$ cat config.mk
export PLATFORM = sky130hd
export DESIGN_NAME = bin2bcd_seq
export DESIGN_NICKNAME = d
export VERILOG_FILES = /design/src/rtl/display_pkg.sv /design/src/rtl/bcd_add3.sv /design/src/rtl/bin2bcd_seq.sv
export SDC_FILE = /design/constraint.sdc
export NUM_CORES = 1
export LEC_CHECK = 0
export ABC_AREA = 0
export CORE_MARGIN = 3
export CORE_UTILIZATION = 41
export DETAILED_ROUTE_END_ITERATION = 8
export HOLD_SLACK_MARGIN = 0.06
export PLACE_DENSITY_LB_ADDON = 0.05
export SLEW_MARGIN = 20
export SYNTH_ARGS = -nofsm -noshare
export SYNTH_HDL_FRONTEND = slang
export SYNTH_SLANG_ARGS = --single-unit
$ cat constraint.sdc
create_clock -name Clk -period 2.35 [get_ports Clk]
set_input_delay 0.235 -clock Clk [delete_from_list [all_inputs] [get_ports Clk]]
set_output_delay 0.235 -clock Clk [all_outputs]
set_load 0.005 [all_outputs]
$ cat src/rtl/display_pkg.sv
// Shared types and constants for the display datapath: converter FSM states,
// the blank digit code understood by the 7-segment decoder, and counter sizing.
package display_pkg;

  typedef enum logic [1:0] {
    IDLE,
    SHIFT,
    DONE
  } state_t;

  localparam logic [3:0] DIGIT_BLANK = 4'hF;

  // The counter must be able to hold the value WIDTH itself, hence WIDTH+1.
  function automatic int cnt_width(input int width);
    return $clog2(width + 1);
  endfunction

endpackage

$ cat src/rtl/bcd_add3.sv
// Double-dabble digit correction: a BCD nibble of 5 or more gets +3 so that
// the following left shift carries correctly into the next decimal digit.
module bcd_add3 (
  input  logic [3:0] nibble,
  output logic [3:0] adjusted
);

  assign adjusted = (nibble >= 4'd5) ? (nibble + 4'd3) : nibble;

endmodule

$ cat src/rtl/bin2bcd_seq.sv
// Sequential double-dabble binary-to-BCD converter feeding the multiplexed
// 7-segment display; the digit register only changes when a conversion ends.
module bin2bcd_seq
  import display_pkg::*;
#(
  parameter int WIDTH  = 14,
  parameter int DIGITS = 4
) (
  input  logic                  Clk,
  input  logic                  Reset,
  input  logic                  start,
  input  logic [WIDTH-1:0]      bin,
  output logic                  busy,
  output logic                  done,
  output logic                  ovf,
  output logic [4*DIGITS-1:0]   digits
);

  localparam int BCD_W = 4 * (DIGITS + 1);
  localparam int CNT_W = cnt_width(WIDTH);
  localparam logic [CNT_W-1:0] LAST_SHIFT = CNT_W'(WIDTH - 1);

  state_t             state;
  logic [WIDTH-1:0]   shift_q;
  logic [BCD_W-1:0]   bcd_q;
  logic [BCD_W-1:0]   bcd_adj;
  logic [BCD_W:0]     bcd_wide;
  logic [CNT_W-1:0]   cnt_q;
  logic               guard_nonzero;

  for (genvar i = 0; i <= DIGITS; i++) begin : g_adj
    bcd_add3 u_add3 (
      .nibble   (bcd_q[4*i +: 4]),
      .adjusted (bcd_adj[4*i +: 4])
    );
  end

  // Kept one bit wider than the accumulator so a bit that would fall off the
  // guard digit still registers as overflow instead of vanishing silently.
  assign bcd_wide      = {bcd_adj, shift_q[WIDTH-1]};
  assign guard_nonzero = |bcd_wide[BCD_W:4*DIGITS];

  // NOTE: sequential state uses non-blocking (<=) so every register samples
  // pre-edge values; blocking assignments here would create ordering races.
  always_ff @(posedge Clk or negedge Reset) begin
    if (!Reset) begin
      state   <= IDLE;
      shift_q <= '0;
      bcd_q   <= '0;
      cnt_q   <= '0;
      busy    <= 1'b0;
      done    <= 1'b0;
      ovf     <= 1'b0;
      digits  <= '0;
    end else begin
      // NOTE: done gets a default here so it pulses for exactly one cycle
      // without every branch having to clear it.
      done <= 1'b0;
      case (state)
        IDLE: begin
          if (start) begin
            shift_q <= bin;
            bcd_q   <= '0;
            cnt_q   <= '0;
            busy    <= 1'b1;
            state   <= SHIFT;
          end
        end

        SHIFT: begin
          bcd_q   <= bcd_wide[BCD_W-1:0];
          shift_q <= {shift_q[WIDTH-2:0], 1'b0};
          cnt_q   <= cnt_q + 1'b1;
          if (cnt_q == LAST_SHIFT) begin
            // Final shift: publish the result so it is valid while done is high.
            state <= DONE;
            done  <= 1'b1;
            if (guard_nonzero) begin
              digits <= {DIGITS{DIGIT_BLANK}};
              ovf    <= 1'b1;
            end else begin
              digits <= bcd_wide[4*DIGITS-1:0];
              ovf    <= 1'b0;
            end
          end
        end

        DONE: begin
          busy  <= 1'b0;
          state <= IDLE;
        end

        default: begin
          busy  <= 1'b0;
          state <= IDLE;
        end
      endcase
    end
  end

endmodule

==> results.sh, run 1 <==
export IMPL_power_leakage_nw=1.49
export IMPL_antenna_cells=0
export IMPL_synth_top_area_share_pct=51.1
export IMPL_finalSetupViolCount=0
export IMPL_grt_pass1_wl_um=11200
export IMPL_synthArstFlopShare_pct=100
export IMPL_synth_top_area_cell="dfrtp_1"
export IMPL_wl_per_cell_um=14.5
export IMPL_syn_nets=321
export IMPL_cts_clk_slew_worst_paths_ns=0.07
export IMPL_core_um2=6570
export IMPL_clock_fmax_mhz=502
export IMPL_synth_edf_count=0
export IMPL_fin_crit_ns=1.99
export IMPL_drc=0
export IMPL_pre_cts_ws_ns=0.347
export IMPL_cp_end_kind="flip-flop"
export IMPL_synthFlopType="dfrtp_1"
export IMPL_synth_area_um2=2890
export IMPL_tns_ns=0
export IMPL_cts_buffers=9
export IMPL_path_class="flip-flop to flip-flop"
export IMPL_die_w_um=89.9
export IMPL_vias=2264
export IMPL_cts_setup_buffers=0
export IMPL_ys_types=36
export IMPL_rsz0062_at_grt="no"
export IMPL_setup_slack_ns=0.360
export IMPL_maxCapViolCount=0
export IMPL_drtIter0Drc=120
export IMPL_ys_seq_area_share_pct=51.1
export IMPL_grt_util_all_layers_pct=16.8
export IMPL_tightest_slew_ns=0.686
export IMPL_hold_violations=0
export IMPL_peakVddDrop_uv=563
export IMPL_synth_area_top_cells="dfrtp_1 (51%), o21ai_0 (5.4%), ha_1 (5.2%)"
export IMPL_cts_resized=0
export IMPL_die_area_um2=8080
export IMPL_place_congestion=0.778
export IMPL_grt_ovfl_total=0
export IMPL_initial_core_util_pct=44.0
export IMPL_critPathMaxFanout=12
export IMPL_die_h_um=89.9
export IMPL_port_buffers=35
export IMPL_clk_latency_ns=0.33
export IMPL_via_per_inst=5.25
export IMPL_status="completed"
export IMPL_cts_tree="done"
export IMPL_root_buffer="clkbuf_8"
export IMPL_nets=362
export IMPL_cts_sinks=59
export IMPL_hp_class="input port to async pin"
export IMPL_crit_arrival_ns=2.20
export IMPL_final_cell_mix="dfrtp_1 (59), clkdlybuf4s50_1 (34), o21ai_0 (31), a21oi_1 (22), nor2_1 (22)"
export IMPL_final_layout_size_suffix_gt1_share_pct=9.76
export IMPL_synth_warnings=0
export IMPL_avgSynthCellArea_um2=9.89
export IMPL_area_growth_pct=23.5
export IMPL_dp_hpwl_um=4150
export IMPL_ys_ff_latch=59
export IMPL_antenna_found_initial=0
export IMPL_cp_start_kind="flip-flop"
export IMPL_layout_commonest_cell="dfrtp_1"
export IMPL_syn_inst=292
export IMPL_fin_crit_sh_pct=84.7
export IMPL_rows=29
export IMPL_antenna_left=0
export IMPL_clock_skew_ns=0.00706
export IMPL_drt_pass1_iterations=4
export IMPL_io_pins=36
export IMPL_nFillCells=622
export IMPL_relSlewSlack_pct=54.2
export IMPL_grt_pass1_vias=2271
export IMPL_grt_max_degree=60
export IMPL_wirelength_um=6260
export IMPL_power_per_cell_area_nw_per_um2=1390
export IMPL_clockBufferDepth=2
export IMPL_htreeDepth=3
export IMPL_slew_violations=0
export IMPL_ctsHoldBuffers=1
export IMPL_critPathRequiredTime_ns=2.56
synthesized netlist by cell type, drive strengths merged (2+ instances only):
| cell type | instances |
|---|---|
| dfrtp | 59 |
| a32o | 2 |
| mux2i | 2 |
| nand3 | 2 |
| a21oi | 22 |
| nor2b | 10 |
| xnor2 | 5 |
| nor2 | 22 |
| mux2 | 4 |
| clkbuf | 11 |
| a31oi | 16 |
| ha | 12 |
| nand2b | 6 |
| nand2 | 15 |
| nor3 | 6 |
| nor3b | 8 |
| o22ai | 12 |
| o21ai | 33 |
| a22oi | 13 |
| buf | 5 |
| inv | 16 |
through the flow:
step	hold WS [ns]	power, mW	utilization (%)	area (um^2)	cells
after CTS	0.449	5.03	54.3	3560	431
final	0.416	4.97	54.3	3560	431
after global routing	0.469	5.44	54.3	3560	431
after global placement	0.269	4.05	51.2	3360	414
after floorplan	-0.0606	3.31	-	2890	292
after detailed placement	0.270	4.09	51.2	3360	414
kinds of logic after synthesis:
| group | synth area share (%) |
|---|---|
| XOR/XNOR | 1.52 |
| multiplexers | 2.25 |
| AO/OA/AOI/OAI | 22.7 |
| adder cells (fa/ha/maj) | 5.20 |
| AND/OR/NAND/NOR | 12.5 |
| flip-flops | 51.1 |
| buffers and inverters | 4.68 |
worst paths after layout:
| kind | startpoint | endpoint | slack [ns] | depth (start not counted) |
|---|---|---|---|---|
| min in group Clk | shift_q[1] | shift_q[1] | 0.49 | 2 |
| max in group asynchronous | Reset | shift_q[11] | 1.64 | 3 |
| worst max register to register | bcd_q[16] | digits[12] | 0.36 | 7 |
| worst max-delay path | bcd_q[16] | digits[12] | 0.36 | 7 |
| worst min register to register | shift_q[1] | shift_q[1] | 0.49 | 2 |
| worst min-delay path | Reset | shift_q[8] | 0.42 | 3 |
critical path: stages, from the launching register on:
cell and delay [ns]:
dfrtp_1 0.41, inv_1 0.10, ha_1 0.26, or3b_1 0.18, o2111ai_1 0.17, a2111oi_4 0.39, buf_4 0.25, a31oi_1 0.10
registers in the layout, summed over array words and instances (netlist names):
name / flops
shift_q: 14
ovf: 1
state: 2
bcd_q: 20
done: 1
cnt_q: 4
digits: 16
busy: 1
routing by layer:
metal | global-route usage, % | vias to the layer above | part of all wire (%)
met5 | 0 | - | 0
met4 | 6.51 | 0 | 1.2
met3 | 3.34 | 8 | 4.1
met2 | 25.6 | 37 | 45
met1 | 23.7 | 1092 | 50
li1 | - | 1127 | -
report_power, final:
group	internal, mW	switching, mW
Clock	0.513	0.399
Sequential	1.47	0.350
Combinational	1.08	1.16
cell type report:
cell class	count	area, um^2	share of cell area [%]
clock buffers	11	141	3.97
well taps	93	116	3.26
flip-flops and latches	59	1480	41.4
repair buffers	46	443	12.4
inverters	16	60.1	1.68
multi-input cells	201	1270	35.8
clock inverters	5	52.6	1.47
(Power assumes the default switching activity.)
==> run 2, diff against run 1 <==
==> constraint.sdc (replaced) <==
create_clock -name Clk -period 1.92 [get_ports Clk]
set_input_delay 0.192 -clock Clk [delete_from_list [all_inputs] [get_ports Clk]]
set_output_delay 0.192 -clock Clk [all_outputs]
set_load 0.005 [all_outputs]
==> run 2 against run 1 <==
Net effect: the run now ends with setup timing left; utilization rose by 3.0 points; sequential share of layout area fell by 2.2 points; global-route usage rose by 0.31 points; hold slack got worse by 0.082 ns; non-clock buffer count rose by 14; largest cell class unchanged; register-to-register slack got worse by 0.38 ns; critical path depth rose by 2.
==> results.sh, run 2 (synthesis gave the netlist of run 1 again) <==
export IMPL_critPathMaxStageDelay_ns=0.37
export IMPL_clockBufferDepth=2
export IMPL_area_growth_pct=30.3
export IMPL_reg2reg_slack_ns=-0.02
export IMPL_setup_slack_ns=-0.0204
export IMPL_rows=29
export IMPL_grt_max_degree=42
export IMPL_p_sw_mw=2.41
export IMPL_final_cell_area_um2=3760
export IMPL_port_buffers=35
export IMPL_wirelength_um=6680
export IMPL_peakVddDrop_uv=754
export IMPL_post_dp_cell_area_um2=3420
export IMPL_dp_cells=420
export IMPL_relSlewSlack_pct=69.9
export IMPL_drtIter0Drc=126
export IMPL_finalSetupViolCount=8
export IMPL_initial_core_util_pct=44.0
export IMPL_seq_power_share_pct=35.1
export IMPL_clk_latency_ns=0.34
export IMPL_rsz0062_at_grt="yes"
export IMPL_top_register="bcd_q"
export IMPL_fin_crit_sh_pct=101
export IMPL_clkPwrFrac_pct=17.5
export IMPL_cts_clk_slew_worst_paths_ns=0.06
export IMPL_root_buffer="clkbuf_8"
export IMPL_grt_ovfl_total=0
export IMPL_wl_per_cell_um=15.0
export IMPL_path_class="flip-flop to flip-flop"
export IMPL_antenna_left=0
export IMPL_drc=0
export IMPL_slew_violations=0
export IMPL_grt_busiest_layer="met2"
export IMPL_use_met1_pct=23.7
export IMPL_layout_commonest_cell="dfrtp_1"
export IMPL_cts_tree="done"
export IMPL_grt_pass1_vias=2255
export IMPL_vias=2348
export IMPL_p_int_mw=3.98
export IMPL_grt_util_all_layers_pct=17.1
export IMPL_die_w_um=89.9
export IMPL_gr_usage_met3_pct=4.92
export IMPL_crit_slowest_cell="dfrtp_1"
export IMPL_htreeDepth=3
export IMPL_violations="setup timing"
export IMPL_critPathMaxFanout=8
export IMPL_hold_violations=0
export IMPL_place_congestion=0.717
export IMPL_status="finished with violations"
export IMPL_top_regs="bcd_q (20), digits (16), shift_q (14)"
export IMPL_critical_path_cell_chain="inv_2, ha_2, nand2b_4, nor3b_1, buf_4, a2111oi_4, buf_4, clkbuf_16, a31oi_1"
export IMPL_grt_pass1_wl_um=11100
export IMPL_critPathRequiredTime_ns=2.13
export IMPL_core_um2=6570
export IMPL_maxCapViolCount=0
export IMPL_holdWs_ns=0.334
export IMPL_die_h_um=89.9
export IMPL_power_per_cell_area_nw_per_um2=1700
export IMPL_clock_fmax_mhz=515
export IMPL_cts_sinks=59
export IMPL_dp_hpwl_um=4300
export IMPL_via_per_inst=5.29
export IMPL_cts_buffers=9
export IMPL_cp_end_kind="flip-flop"
export IMPL_layout_cells_non_filler=444
export IMPL_crit_arrival_ns=2.15
export IMPL_nets=376
export IMPL_nFillCells=583
export IMPL_grt_use_met2_pct=25.8
export IMPL_die_area_um2=8080
export IMPL_power_leakage_nw=1.57
export IMPL_drt_pass1_iterations=4
export IMPL_io_pins=36
export IMPL_antenna_found_initial=0
export IMPL_cp_start_kind="flip-flop"
export IMPL_crit_top_cell="buf_4"
export IMPL_final_layout_size_suffix_gt1_share_pct=15.7
export IMPL_tightest_slew_ns=0.452
export IMPL_fin_crit_ns=1.94
export IMPL_final_util_pct=57.3
export IMPL_hp_class="input port to async pin"
export IMPL_p_total_mw=6.39
export IMPL_clock_skew_ns=0.00609
export IMPL_combPwrFrac_pct=47.4
export IMPL_swShare_pct=37.7
export IMPL_final_cell_mix="dfrtp_1 (59), clkdlybuf4s50_1 (34), o21ai_0 (31), a21oi_1 (22), nor2_1 (22)"
export IMPL_antenna_cells=0
export IMPL_largest_reg_flops=20
-- run 2: cell types whose count changed in the layout (fill, tap and decap cells not counted), moves of 2 or more --
| cell | delta |
|---|---|
| buf_4 | +11 |
| ha_1 | -4 |
| inv_1 | -4 |
| inv_2 | +4 |
| clkbuf_16 | +2 |
| clkinv_2 | -2 |
| ha_2 | +2 |
| ha_4 | +2 |
-- run 2: per-layer routing --
layer | part of all wire, % | wire length, um
met4 | 1.3 | 87
met3 | 4.2 | 283
met5 | 0 | 0
met2 | 46 | 3050
met1 | 49 | 3270
-- run 2: power by group through the flow --
stage                     sequential [mW]  combinational [mW]  clock, mW
after floorplan                      2.15                1.90          0
after global placement               2.24                2.81          0
after detailed placement             2.24                2.86          0
after CTS                            2.23                2.87       1.16
after global routing                 2.33                3.45       1.21
final                                2.24                3.03       1.12
-- run 2: final timing paths --
check | from | endpoint | cells past startpoint
worst min register to register | shift_q[3] | shift_q[3] | 2
min in group Clk | bin[10] | shift_q[10] | 3
worst max-delay path | bcd_q[13] | digits[8] | 9
worst min-delay path | Reset | digits[13] | 2
worst max register to register | bcd_q[13] | digits[8] | 9
max in group asynchronous | Reset | shift_q[2] | 3
-- run 2: worst max-delay path, delay by kind of cell, from the launching register on --
family | cells | cell delay (ns)
AO/OA/AOI/OAI | 2 | 0.39
buffers and inverters | 4 | 0.61
flip-flops | 1 | 0.37
adder cells (fa/ha/maj) | 1 | 0.18
AND/OR/NAND/NOR | 2 | 0.26
-- run 2: cell type report --
type	instances	area, um^2	share of cell area [%]
Clock buffer	13	159	4.22
Timing Repair Buffer	60	596	15.8
Sequential cell	59	1480	39.3
Tap cell	93	116	3.09
Inverter	16	60.1	1.60
Clock inverter	2	35.0	0.931
Multi-Input combinational cell	201	1320	35.1
-- run 2: what timing repair did --
action                                  CTS  global route
hold buffers                              1             0
gates resized for setup                   0            12
buffers inserted                          0             6
hold endpoints to repair                 18             0
endpoints found under the setup margin    0            17
-- run 2: through the flow --
| stage | setup TNS [ns] | worst slack, ns |
|---|---|---|
| 6_report | -0.0983 | -0.0204 |
| 5_1_grt | -1.16 | -0.0834 |
| 4_1_cts | 0 | 0.0436 |
| 3_5_place_dp | 0 | 0.0537 |
| 3_3_place_gp | 0 | 0.0892 |
| 2_1_floorplan | 0 | 0.00957 |
